### config.mk
export PLATFORM = sky130hd
export DESIGN_NAME = fb_reader
export DESIGN_NICKNAME = d
export VERILOG_FILES = /design/src/rtl/fb_reader.sv
export SDC_FILE = /design/constraint.sdc
export NUM_CORES = 1
export LEC_CHECK = 0
export CORE_ASPECT_RATIO = 2
export CORE_MARGIN = 10
export CORE_UTILIZATION = 35
export CTS_BUF_LIST = sky130_fd_sc_hd__clkbuf_16
export CTS_CLUSTER_DIAMETER = 50
export DETAILED_ROUTE_END_ITERATION = 10
export DONT_BUFFER_PORTS = 1
export SYNTH_ARGS = -nofsm -noshare
export SYNTH_HDL_FRONTEND = slang
export SYNTH_SLANG_ARGS = --single-unit
### constraint.sdc
create_clock -name clk -period 12.3 [get_ports clk]
set_input_delay 2.46 -clock clk [delete_from_list [all_inputs] [get_ports clk]]
set_output_delay 2.46 -clock clk [all_outputs]
set_load 0.03 [all_outputs]
### src/rtl/fb_reader.sv
// Frame-buffer read side: fetches the stored (possibly resized) image in display-scan order,
// centres it in the active raster and fills the surround with a border colour.
module fb_reader #(
    parameter int CAM_DATA_WIDTH = 12,
    parameter int CAM_LINE       = 9,
    parameter int CAM_PIXEL      = 10,
    parameter int ADDR_WIDTH     = 19,
    parameter int DISP_WIDTH     = 640,
    parameter int DISP_DEPTH     = 480,
    parameter int READ_LATENCY   = 1,
    parameter logic [CAM_DATA_WIDTH-1:0] BORDER = 12'h000
) (
    input  logic                      clk,
    input  logic                      rst,
    input  logic                      i_de,
    input  logic [CAM_PIXEL-1:0]      i_hcount,
    input  logic [CAM_LINE-1:0]       i_vcount,
    input  logic [CAM_PIXEL-1:0]      i_imag_width,
    input  logic [CAM_LINE-1:0]       i_imag_depth,
    input  logic                      i_imag_resized,
    output logic                      o_re,
    output logic [ADDR_WIDTH-1:0]     o_addr,
    input  logic [CAM_DATA_WIDTH-1:0] i_rdata,
    output logic                      o_de,
    output logic [CAM_DATA_WIDTH-1:0] o_data,
    output logic                      o_err
);

    typedef enum logic [0:0] {S_SYNC, S_RUN} state_t;

    localparam int PIPE = READ_LATENCY + 1;
    localparam logic [CAM_PIXEL:0] DISP_W = (CAM_PIXEL+1)'(DISP_WIDTH);
    localparam logic [CAM_LINE:0]  DISP_D = (CAM_LINE+1)'(DISP_DEPTH);

    state_t                  state;
    logic [CAM_PIXEL:0]      geo_w, geo_xoff;
    logic [CAM_LINE:0]       geo_d, geo_yoff;
    logic                    geo_err;
    logic [ADDR_WIDTH-1:0]   addr_cnt;
    logic [PIPE-1:0]         de_pipe, win_pipe;

    logic                    fs;
    logic [CAM_PIXEL:0]      new_w, new_xoff, cur_w, cur_xoff, h_ext;
    logic [CAM_LINE:0]       new_d, new_yoff, cur_d, cur_yoff, v_ext;
    logic                    new_err, cur_err, in_win;
    logic [ADDR_WIDTH-1:0]   addr_base;

    // The frame-start cycle already uses the geometry it is about to latch.
    always_comb begin
        fs       = i_de && (i_hcount == '0) && (i_vcount == '0);
        new_w    = i_imag_resized ? {1'b0, i_imag_width} : DISP_W;
        new_d    = i_imag_resized ? {1'b0, i_imag_depth} : DISP_D;
        new_err  = (new_w == '0) || (new_d == '0) || (new_w > DISP_W) || (new_d > DISP_D);
        new_xoff = (DISP_W - new_w) >> 1;
        new_yoff = (DISP_D - new_d) >> 1;

        cur_w    = fs ? new_w    : geo_w;
        cur_d    = fs ? new_d    : geo_d;
        cur_xoff = fs ? new_xoff : geo_xoff;
        cur_yoff = fs ? new_yoff : geo_yoff;
        cur_err  = fs ? new_err  : geo_err;

        h_ext    = {1'b0, i_hcount};
        v_ext    = {1'b0, i_vcount};
        in_win   = ((state == S_RUN) || fs) && i_de && !cur_err
                   && (h_ext >= cur_xoff) && (h_ext < cur_xoff + cur_w)
                   && (v_ext >= cur_yoff) && (v_ext < cur_yoff + cur_d);
        addr_base = fs ? '0 : addr_cnt;
    end

    // Window pixels arrive in row-major order, so a plain counter yields the linear address.
    always_ff @(posedge clk) begin
        if (rst) begin
            state    <= S_SYNC;
            geo_w    <= '0;
            geo_d    <= '0;
            geo_xoff <= '0;
            geo_yoff <= '0;
            geo_err  <= 1'b0;
            addr_cnt <= '0;
            de_pipe  <= '0;
            win_pipe <= '0;
            o_re     <= 1'b0;
            o_addr   <= '0;
            o_de     <= 1'b0;
            o_data   <= '0;
        end else begin
            case (state)
                S_SYNC:  if (fs) state <= S_RUN;
                S_RUN:   state <= S_RUN;
                default: state <= S_SYNC;
            endcase

            if (fs) begin
                geo_w    <= new_w;
                geo_d    <= new_d;
                geo_xoff <= new_xoff;
                geo_yoff <= new_yoff;
                geo_err  <= new_err;
            end

            o_re     <= in_win;
            if (in_win)
                o_addr <= addr_base;
            addr_cnt <= addr_base + ADDR_WIDTH'(in_win);

            de_pipe  <= {de_pipe[PIPE-2:0], i_de};
            win_pipe <= {win_pipe[PIPE-2:0], in_win};
            o_de     <= de_pipe[PIPE-1];
            o_data   <= !de_pipe[PIPE-1] ? '0 : (win_pipe[PIPE-1] ? i_rdata : BORDER);
        end
    end

    assign o_err = geo_err;

endmodule
* Word-level counts from Yosys, hierarchy flattened *
Index checks and enable logic that the tools add are counted.
Widths: inputs -> output; s select.

storage, ports and cells
  register bits after elaboration = 100
  latch bits = 0
  RAM bits = 0
  bits in read-only memories = 0
  bits of input ports = 54
  output and inout bits = 34
  word-level logic and storage cells = 55
  memories kept = 0

operators by class
  add/sub/neg operators = 5
  multiply operators = 0
  div/mod/pow operators = 0
  order comparisons = 6
  eq/ne operators = 0
  shifts and indexed selects = 0
  mux-type cells = 10
  bitwise gates (word level) = 3
  reductions and logical operators = 18

operators by type and width
  kind                    number
  $mux 10                 3
  $mux 11                 2
  $logic_not 10->1        2
  $add 19x1->19           1
  $mux 19                 1
  $add 11x11->11          1
  $ge 10x11->1            1
  $logic_not 11->1        1
  $lt 10x11->1            1
  $sub 10x10->11 const A  1
  $add 10x10->10          1
  $ge 9x10->1             1
  $gt 10x10->1 const B    1
  $lt 9x10->1             1
  $sub 9x9->10 const A    1
  $gt 9x9->1 const B      1
  $logic_not 9->1         1
  $mux 9                  1
  $logic_and 1x1->1       8
  $logic_or 1x1->1        4
  $not 1->1               3
  $reduce_or 3->1         1
  $mux 1                  2
  $pmux 1 s2              1
  $logic_not 1->1         1

* Longest topological paths before layout *
Gate-level depths: netlist of the first run.

  word-level depth = 13
  mapped depth = 34

* Least setup slack after synthesis of the first run *
No wires, ideal clock.

  path kind = input -> register
  from = input port i_hcount[4]
  to = register addr_cnt[18]
  arrival = 8457 ps
  required time = 12182 ps
  setup slack = 3724 ps
  stages = 32
  buffers on the path = 5
  cell sequence = nor4_2 -> and4_4 -> nand2_2 -> clkbuf_1 -> clkbuf_1 -> clkbuf_1 -> nand2_1 -> nand2_1 -> ha_1 -> ha_1 -> or3_4 -> a31o_1 -> a21o_1 -> a21oi_1 -> xor2_1 -> ha_1 -> o211ai_1 -> nor2_1 -> o32a_1 -> nand2_1 -> nor4b_4 -> or4_4 -> buf_6 -> nor2_2 -> buf_4 -> ha_1 -> ha_1 -> nand2_1 -> nor3_1 -> nand4_1 -> xor2_1 -> nor2_1

RTL lines
  what                                                      line  source
  start, declared                                           16    input logic [CAM_PIXEL-1:0] i_hcount,
  $logic_not 10->1 (*)                                      50    fs = i_de && (i_hcount == '0) && (i_vcount == '0);
  $logic_and 1x1->1 (*) (2 in a row)                        50
  $mux 11 (*)                                               -
  net cur_xoff[0]                                           43    logic [CAM_PIXEL:0] new_w, new_xoff, cur_w, cur_xoff, h_ext;
  $add 11x11->11 / $ge 10x11->1 (equally long branches)     66    && (h_ext >= cur_xoff) && (h_ext < cur_xoff + cur_w)
  $lt 10x11->1 / $logic_and 1x1->1 (equally long branches)  66
  $logic_and 1x1->1 (*)                                     66
  $logic_and 1x1->1 (*) (2 in a row)                        67    && (v_ext >= cur_yoff) && (v_ext < cur_yoff + cur_d);
  net in_win                                                45    logic new_err, cur_err, in_win;
  $add 19x1->19 (*)                                         105   addr_cnt <= addr_base + ADDR_WIDTH'(in_win);
  end signal, assigned                                      105
  end, declared                                             39    logic [ADDR_WIDTH-1:0] addr_cnt;

The timed path passes the listed nets; every way through them passes the cells marked *.
A chain may end at the register's enable or synchronous reset.

* Final worst setup path of the first run *
  from = input port i_vcount[1]
  to = register addr_cnt[18]

RTL lines
  what                            line  source
  start, declared                 17    input logic [CAM_LINE-1:0] i_vcount,
  $logic_not 9->1                 50
  $logic_and 1x1->1               50
  $mux 11                         -
  net cur_w[2]                    43
  $add 11x11->11                  66
  $lt 10x11->1                    66
  $logic_and 1x1->1               66
  $logic_and 1x1->1 (2 in a row)  67
  $add 19x1->19                   105

The timed path passes the listed nets, and every way through them passes these cells.

==> key figures, run 1 <==
Outcome
  – Status: complete, no violations

Floorplanning
  – Die Wd: 114 µm
  – DIE AREA: 23900 µm²
  – Initial Utilization: 0.354
  – Number of I/O pins: 88
  – Core area: around 18000 µm²
  – Die Ht: 209 µm
  – Row count: 69

Logic synthesis
  – Post-synth EDFFs: 0
  – Top-area cell type share of the netlist area: 0.318
  – Netlist cell types: 65
  – Synth async-reset ratio: 0
  – Syn Area/Cell: approximately 8.0 µm²
  – Synth Net Count: about 890
  – Cells after synthesis: 775
  – Yosys reg bits: between 90 and 100
  – Post-synthesis simple-gate area fraction: 0.280
  – Post-synthesis xor/xnor area fraction: 0.0605
  – Leading area contributor after synthesis: dfxtp_1
  – Largest family of logic cells by synthesized area: simple AND/OR/NAND/NOR gates
  – Dominant synthesized flop cell: dfxtp_1
  – Synth warn: 0
  – Synth area leaders: dfxtp_1, ha_1, a21oi_1
  – Cell Area, Synth: 6230 µm²
  – Proportion of synthesized area in mux cells: 0.0127
  – Register area share after synthesis: 0.318
  – Compound-Gate Fraction of Synth Area: 0.172
  – Adder-cell share of the synthesized area: 0.114

Timing
  – Fin worst setup slack: 3.25 ns
  – Final period util: 0.736
  – Maximum clock rate: around 110 MHz
  – Clock skew: between 0.01 and 0.015 ns
  – Post-layout min period: 9.05 ns
  – RSZ-0062 raised after global routing: no
  – Final slew viol count: 0
  – Final setup TNS: 0 ns
  – Fin. Hold Viols: 0
  – Slew Limit Headroom: 0.285
  – Final setup viols: 0
  – Worst Max-Slew Pin Slew: 1.07 ns

Run
  – Maxcap violations: 0

Clock tree
  – Clock root cell: clkbuf_16
  – Clk_lat worst skew: 0.35 ns
  – Sinks on Clock Net: slightly below 100
  – CTS buffer count: 9
  – CTS tree: yes
  – Post-cts resize count: 0
  – Hold buffer count at CTS: 0
  – Clock transition at path regs: 0.07 ns
  – CTS Buffer Depth: 2
  – H-tree Lvls: 3
  – Postcts setup bufs: 0

Place
  – Placer Congestion: between 0.8 and 0.9
  – Final HPWL from detailed placement: ~13 mm
  – Place WS: 2.94 ns
  – Placed Cells: 956
  – Port Buf Inserts: 0

Critical path
  – CP required: roughly 13 ns
  – Crit-path max FO: 43
  – Crit path capture type: flip-flop
  – Critical Path AT: 9.27 ns
  – Startpoint Class: primary input
  – Crit Path Class: in -> reg

Global routing
  – Met1 usage: 0.177
  – First-pass GRT wire length: 26.4 mm
  – Largest net degree at the start of global routing: 89
  – All-layer global routing usage: 0.135
  – Initial antenna violation count: 0
  – Global routing's busiest layer: met2
  – Number of global-route vias before repair: 5009
  – Met3 GRT Util: 0.0465
  – Met2 global-route usage: 0.206
  – Total congestion overflow: 0

Detailed routing
  – Routed vias/inst: 5.53
  – DRT Pass-1 Iters: 5
  – WL final: roughly 16 mm
  – Via count: approximately 5400
  – Drc violations: 0
  – Antenna Violating Nets Remaining: 0
  – Routed len/inst: 17.0 µm
  – Initial drt markers: 403

Finish
  – Most frequent cells in the layout: dfxtp_1, nor2_1, nand2_1, a21oi_1, ha_1
  – Commonest non-fill, non-tap cell in the layout: dfxtp_1
  – Antenna cell count: 0
  – Final nets: 864
  – Layout cell share with drive strength beyond 1: 0.0501
  – Layout area overhead: 7.13%
  – Final non-filler cell total: 972

Power and ir drop
  – Peak VDD IR: approximately 0.058 mV
  – PwrDens: between 90 and 100 nW/µm²
  – Leakage power total: 2.78 nW

Min path
  – Hold WC Path Type: reg -> reg
## logic make-up (layout without fill, tap and decap cells)
family / Yosys count / after routing
XOR/XNOR: 43 / 43
AND/OR/NAND/NOR: 324 / 324
buffers and inverters: 69 / 53
multiplexers: 7 / 7
flip-flops: 99 / 99
adder cells (fa/ha/maj): 56 / 56
AO/OA/AOI/OAI: 177 / 177
## routing by layer
layer	share of wire	routed length [µm]	vias up
met2	0.44	7330	179
met4	0.019	312	0
met1	0.44	7290	2479
met5	0	0	-
li1	-	-	2696
met3	0.094	1550	18
## worst max-delay path, stage by stage
cell,delay [ns]
nor4_2,0.52
and4_4,0.33
nand2_2,0.32
buf_4,0.41
o21ai_0,0.27
ha_1,0.30
o21a_1,0.13
a311o_1,0.39
a221oi_1,0.35
nand2b_1,0.11
xnor2_1,0.14
ha_1,0.30
o211ai_1,0.13
nor2_1,0.08
o32a_1,0.39
nand2_1,0.13
nor4b_4,0.06
or4_4,0.57
nor2_2,0.53
ha_1,0.28
ha_1,0.25
nand2_1,0.13
nor3_1,0.28
nand4_1,0.16
xor2_1,0.17
nor2_1,0.05
## synth_stat cells, drive strengths merged (2+ instances only)
cell type / instances
dfxtp: 99
nor2: 75
nand2: 64
a21oi: 56
ha: 55
o21ai: 55
nand3: 39
inv: 34
clkbuf: 30
nor2b: 27
nand2b: 26
xor2: 25
and3: 18
xnor2: 18
a21o: 16
nor3: 16
nor3b: 15
a211oi: 9
nor4: 9
or3: 9
a31oi: 6
and2: 6
or4: 6
a221oi: 5
buf: 5
o211ai: 5
o21a: 5
o31ai: 5
mux2: 4
nand4: 4
mux2i: 3
nor4b: 3
nand3b: 2
o2111ai: 2
o32ai: 2
## final cells by class
| cell class | count | area [µm²] |
|---|---|---|
| clock buffer | 9 | 225 |
| tap | 213 | 267 |
| inverter | 34 | 128 |
| timing repair buffer | 3 | 22.5 |
| multi-input combinational | 607 | 3980 |
| sequential | 99 | 1980 |
| clock inverter | 7 | 68.8 |
| fill | 1826 | 10900 |
## state kept, by name (all words and copies together) (netlist names), 2 cells and up
name,count
geo_yoff,10
geo_xoff,11
geo_w,11
win_pipe,2
o_data,12
de_pipe,2
addr_cnt,19
o_addr,19
geo_d,10
## power by group
group          switching (mW)  internal (mW)
Sequential           0.000266          0.321
Clock                   0.135          0.142
Combinational          0.0236         0.0177
## stage by stage
stage                     utilization  total power [mW]  hold WS [ns]  area, µm²
after global placement          0.362             0.368         0.421       6380
final                           0.379             0.639         0.446       6670
after detailed placement        0.362             0.369         0.433       6380
after global routing            0.379             0.665         0.460       6670
after CTS                       0.379             0.645         0.450       6670
after floorplan                     -             0.366         0.414       6230
## worst paths after layout
check                               from                 endpoint  slack (ns)  cells after the start
setup / recovery             i_vcount[1]  addr_cnt[18]$_SDFF_PP0_        3.25                     26
hold / removal     de_pipe[0]$_SDFF_PP0_    de_pipe[1]$_SDFF_PP0_        0.45                      1
setup reg to reg  geo_xoff[1]$_SDFF_PP0_  addr_cnt[18]$_SDFF_PP0_        6.49                     24
hold reg to reg    de_pipe[0]$_SDFF_PP0_    de_pipe[1]$_SDFF_PP0_        0.45                      1
(Power assumes the default switching activity.)
==> run 2: changes to the inputs <==
- clock period: 12.3 -> 8.7 ns (I/O delays scaled with it)
==> key figures, run 2 (synthesis gave the netlist of run 1 again) <==
Outcome
  – Status: complete, no violations

Place
  – Placer Congestion: 0.866 (-3.4%)
  – Port Buf Inserts: 0 (unchanged)
  – Final HPWL from detailed placement: 12.6 mm (-2.3%)
  – Place WS: 0.877 ns (-2.06 ns)

Floorplanning
  – Initial Utilization: 0.354 (unchanged)
  – Row count: 69 (unchanged)
  – Die Ht: 209 µm (unchanged)
  – DIE AREA: 23900 µm² (unchanged)
  – Core area: 17600 µm² (unchanged)
  – Number of I/O pins: 88 (unchanged)
  – Die Wd: 114 µm (unchanged)

Detailed routing
  – Routed len/inst: 16.4 µm (-3.1%)
  – Routed vias/inst: 5.37 (-2.9%)
  – Via count: 5231 (-2.6%)
  – WL final: 16.0 mm (-2.8%)
  – Drc violations: 0 (unchanged)
  – DRT Pass-1 Iters: 5 (unchanged)
  – Initial drt markers: 317 (-21%)
  – Antenna Violating Nets Remaining: 0 (unchanged)

Min path
  – Hold WC Path Type: reg -> reg

Critical path
  – Startpoint Class: primary input
  – Crit path capture type: flip-flop
  – CP required: 8.92 ns (-3.60 ns)
  – End point of the critical path: addr_cnt[15]$_SDFF_PP0_
  – Crit-path max FO: 27 (-37%)
  – Crit Path Class: in -> reg
  – Critical Path AT: 7.76 ns (-1.51 ns)
  – R2r setup slk: 3.39 ns (-3.10 ns)
  – Worst r2r dst: addr_cnt[15]$_SDFF_PP0_
  – Reg-to-Reg Start: geo_w[0]$_SDFF_PP0_
  – Worst reg2reg path depth: 23 (-4.2%)
  – Crit path from: i_hcount[0]

Clock tree
  – Clock transition at path regs: 0.07 ns (about the same)
  – CTS buffer count: 9 (unchanged)
  – Clk_lat worst skew: 0.35 ns (about the same)
  – Post-cts resize count: 0 (unchanged)
  – Hold buffer count at CTS: 0 (unchanged)
  – Sinks on Clock Net: 99 (unchanged)
  – Postcts setup bufs: 0 (unchanged)
  – H-tree Lvls: 3 (unchanged)
  – Clock root cell: clkbuf_16
  – CTS Buffer Depth: 2 (unchanged)
  – CTS tree: yes

Power and ir drop
  – Combinational power share: 0.064 (about the same)
  – Reg power frac: 0.495 (-0.007)
  – Internal power: 0.685 mW (+42%)
  – Peak VDD IR: 0.0981 mV (+70%)
  – Sw Ratio: 0.252 (+0.00432)
  – Clock Power Share: 0.441 (+0.008)
  – NetSw: 0.231 mW (+46%)
  – Leakage power total: 2.81 nW (+1.0%)
  – PwrDens: 136 nW/µm² (+42%)

Timing
  – Clock skew: 0.0129 ns (+0.00191 ns)
  – Final period util: 0.866
  – Fin. Hold Viols: 0 (unchanged)
  – Worst Max-Slew Pin Slew: 1.15 ns (+0.0798 ns)
  – Final setup TNS: 0 ns (unchanged)
  – Maximum clock rate: 133 MHz
  – Final slew viol count: 0 (unchanged)
  – Fin worst setup slack: 1.16 ns (-2.08 ns)
  – Slew Limit Headroom: 0.231 (-0.0535)
  – Post-layout min period: 7.54 ns
  – RSZ-0062 raised after global routing: no
  – Final setup viols: 0 (unchanged)

Finish
  – Layout area overhead: 7.77%
  – Finished Core Util: 0.381 (+0.00227)
  – Final nets: 867 (+0.35%)
  – Most frequent cells in the layout: dfxtp_1, nor2_1, nand2_1, a21oi_1, ha_1
  – Filler instances: 1861 (+1.9%)
  – Largest regs: addr_cnt (19), o_addr (19), o_data (12)
  – Antenna cell count: 0 (unchanged)
  – Commonest non-fill, non-tap cell in the layout: dfxtp_1
  – Layout cell share with drive strength beyond 1: 0.0538 (+0.00374)

Global routing
  – Total congestion overflow: 0 (unchanged)
  – Number of global-route vias before repair: 5081 (+1.4%)
  – Largest net degree at the start of global routing: 89 (unchanged)
  – Initial antenna violation count: 0 (unchanged)
  – First-pass GRT wire length: 26.6 mm (+0.55%)
  – All-layer global routing usage: 0.134 (-0.000855)

Run
  – Maxcap violations: 0 (unchanged)
-- run 2: changes by cell type in the layout (fill, tap and decap cells not counted) --
cell        delta
buf_4          +3
clkinv_4       -1
clkinv_8       +2
clkinvlp_4     -2
inv_6          +1
-- run 2: worst min-delay path by stage --
| stage | startpoint | to | slack (ns) | cells past startpoint |
|---|---|---|---|---|
| floorplan | de_pipe[0]$_SDFF_PP0_ | de_pipe[1]$_SDFF_PP0_ | 0.41 | 1 |
| CTS | de_pipe[0]$_SDFF_PP0_ | de_pipe[1]$_SDFF_PP0_ | 0.46 | 1 |
| detailed placement | de_pipe[0]$_SDFF_PP0_ | de_pipe[1]$_SDFF_PP0_ | 0.44 | 1 |
| finish | de_pipe[0]$_SDFF_PP0_ | de_pipe[1]$_SDFF_PP0_ | 0.45 | 1 |
| global route | de_pipe[0]$_SDFF_PP0_ | de_pipe[1]$_SDFF_PP0_ | 0.47 | 1 |
| global placement | geo_w[6]$_SDFF_PP0_ | geo_w[6]$_SDFF_PP0_ | 0.44 | 2 |
-- run 2: metal layers --
| layer | up-vias | part of all wire | track usage |
|---|---|---|---|
| li1 | 2702 | - | - |
| met1 | 2358 | 0.45 | 0.179 |
| met2 | 154 | 0.44 | 0.204 |
| met3 | 17 | 0.087 | 0.0433 |
| met4 | 0 | 0.015 | 0.0326 |
| met5 | - | 0 | 0 |
-- run 2: final cells by class --
class / instances / area [µm²] / area share
clock inverters: 7 / 86.3 / 0.0129
repair buffers: 6 / 45.0 / 0.00671
well taps: 213 / 267 / 0.0397
inverters: 34 / 128 / 0.0190
flip-flops and latches: 99 / 1980 / 0.295
clock buffers: 9 / 225 / 0.0336
multi-input cells: 607 / 3980 / 0.593
-- run 2: stage by stage --
stage	total power [mW]	instance area, µm²	hold WS (ns)	instances
6_report	0.915	6710	0.450	975
5_1_grt	0.954	6710	0.473	975
3_5_place_dp	0.522	6400	0.442	959
2_1_floorplan	0.517	6230	0.414	775
3_3_place_gp	0.521	6400	0.442	959
4_1_cts	0.927	6710	0.457	975
-- run 2: power groups by stage --
stage	clock network, mW	logic (mW)	registers [mW]
after CTS	0.415	0.0585	0.454
after floorplan	0	0.0526	0.464
after global routing	0.434	0.0657	0.454
after detailed placement	0	0.0579	0.464
after global placement	0	0.0571	0.464
final	0.404	0.0582	0.454
-- run 2: critical path, cell delays in order --
cell and delay (ns):
nor4b_2 0.49, and4_4 0.35, nand2_2 0.18, buf_4 0.30
o21ai_0 0.26, ha_1 0.32, a21oi_1 0.20, inv_1 0.06
a31o_1 0.23, a21o_1 0.19, a21oi_1 0.18, xor2_1 0.17
ha_1 0.25, o211ai_1 0.25, nor2_1 0.08, o32a_1 0.39
o211ai_1 0.10, o211ai_1 0.16, or4_4 0.50, nor2_2 0.13
ha_1 0.18, nand3_1 0.22, nor3_1 0.46, nand3_1 0.15
xor2_1 0.16, nor2_1 0.05
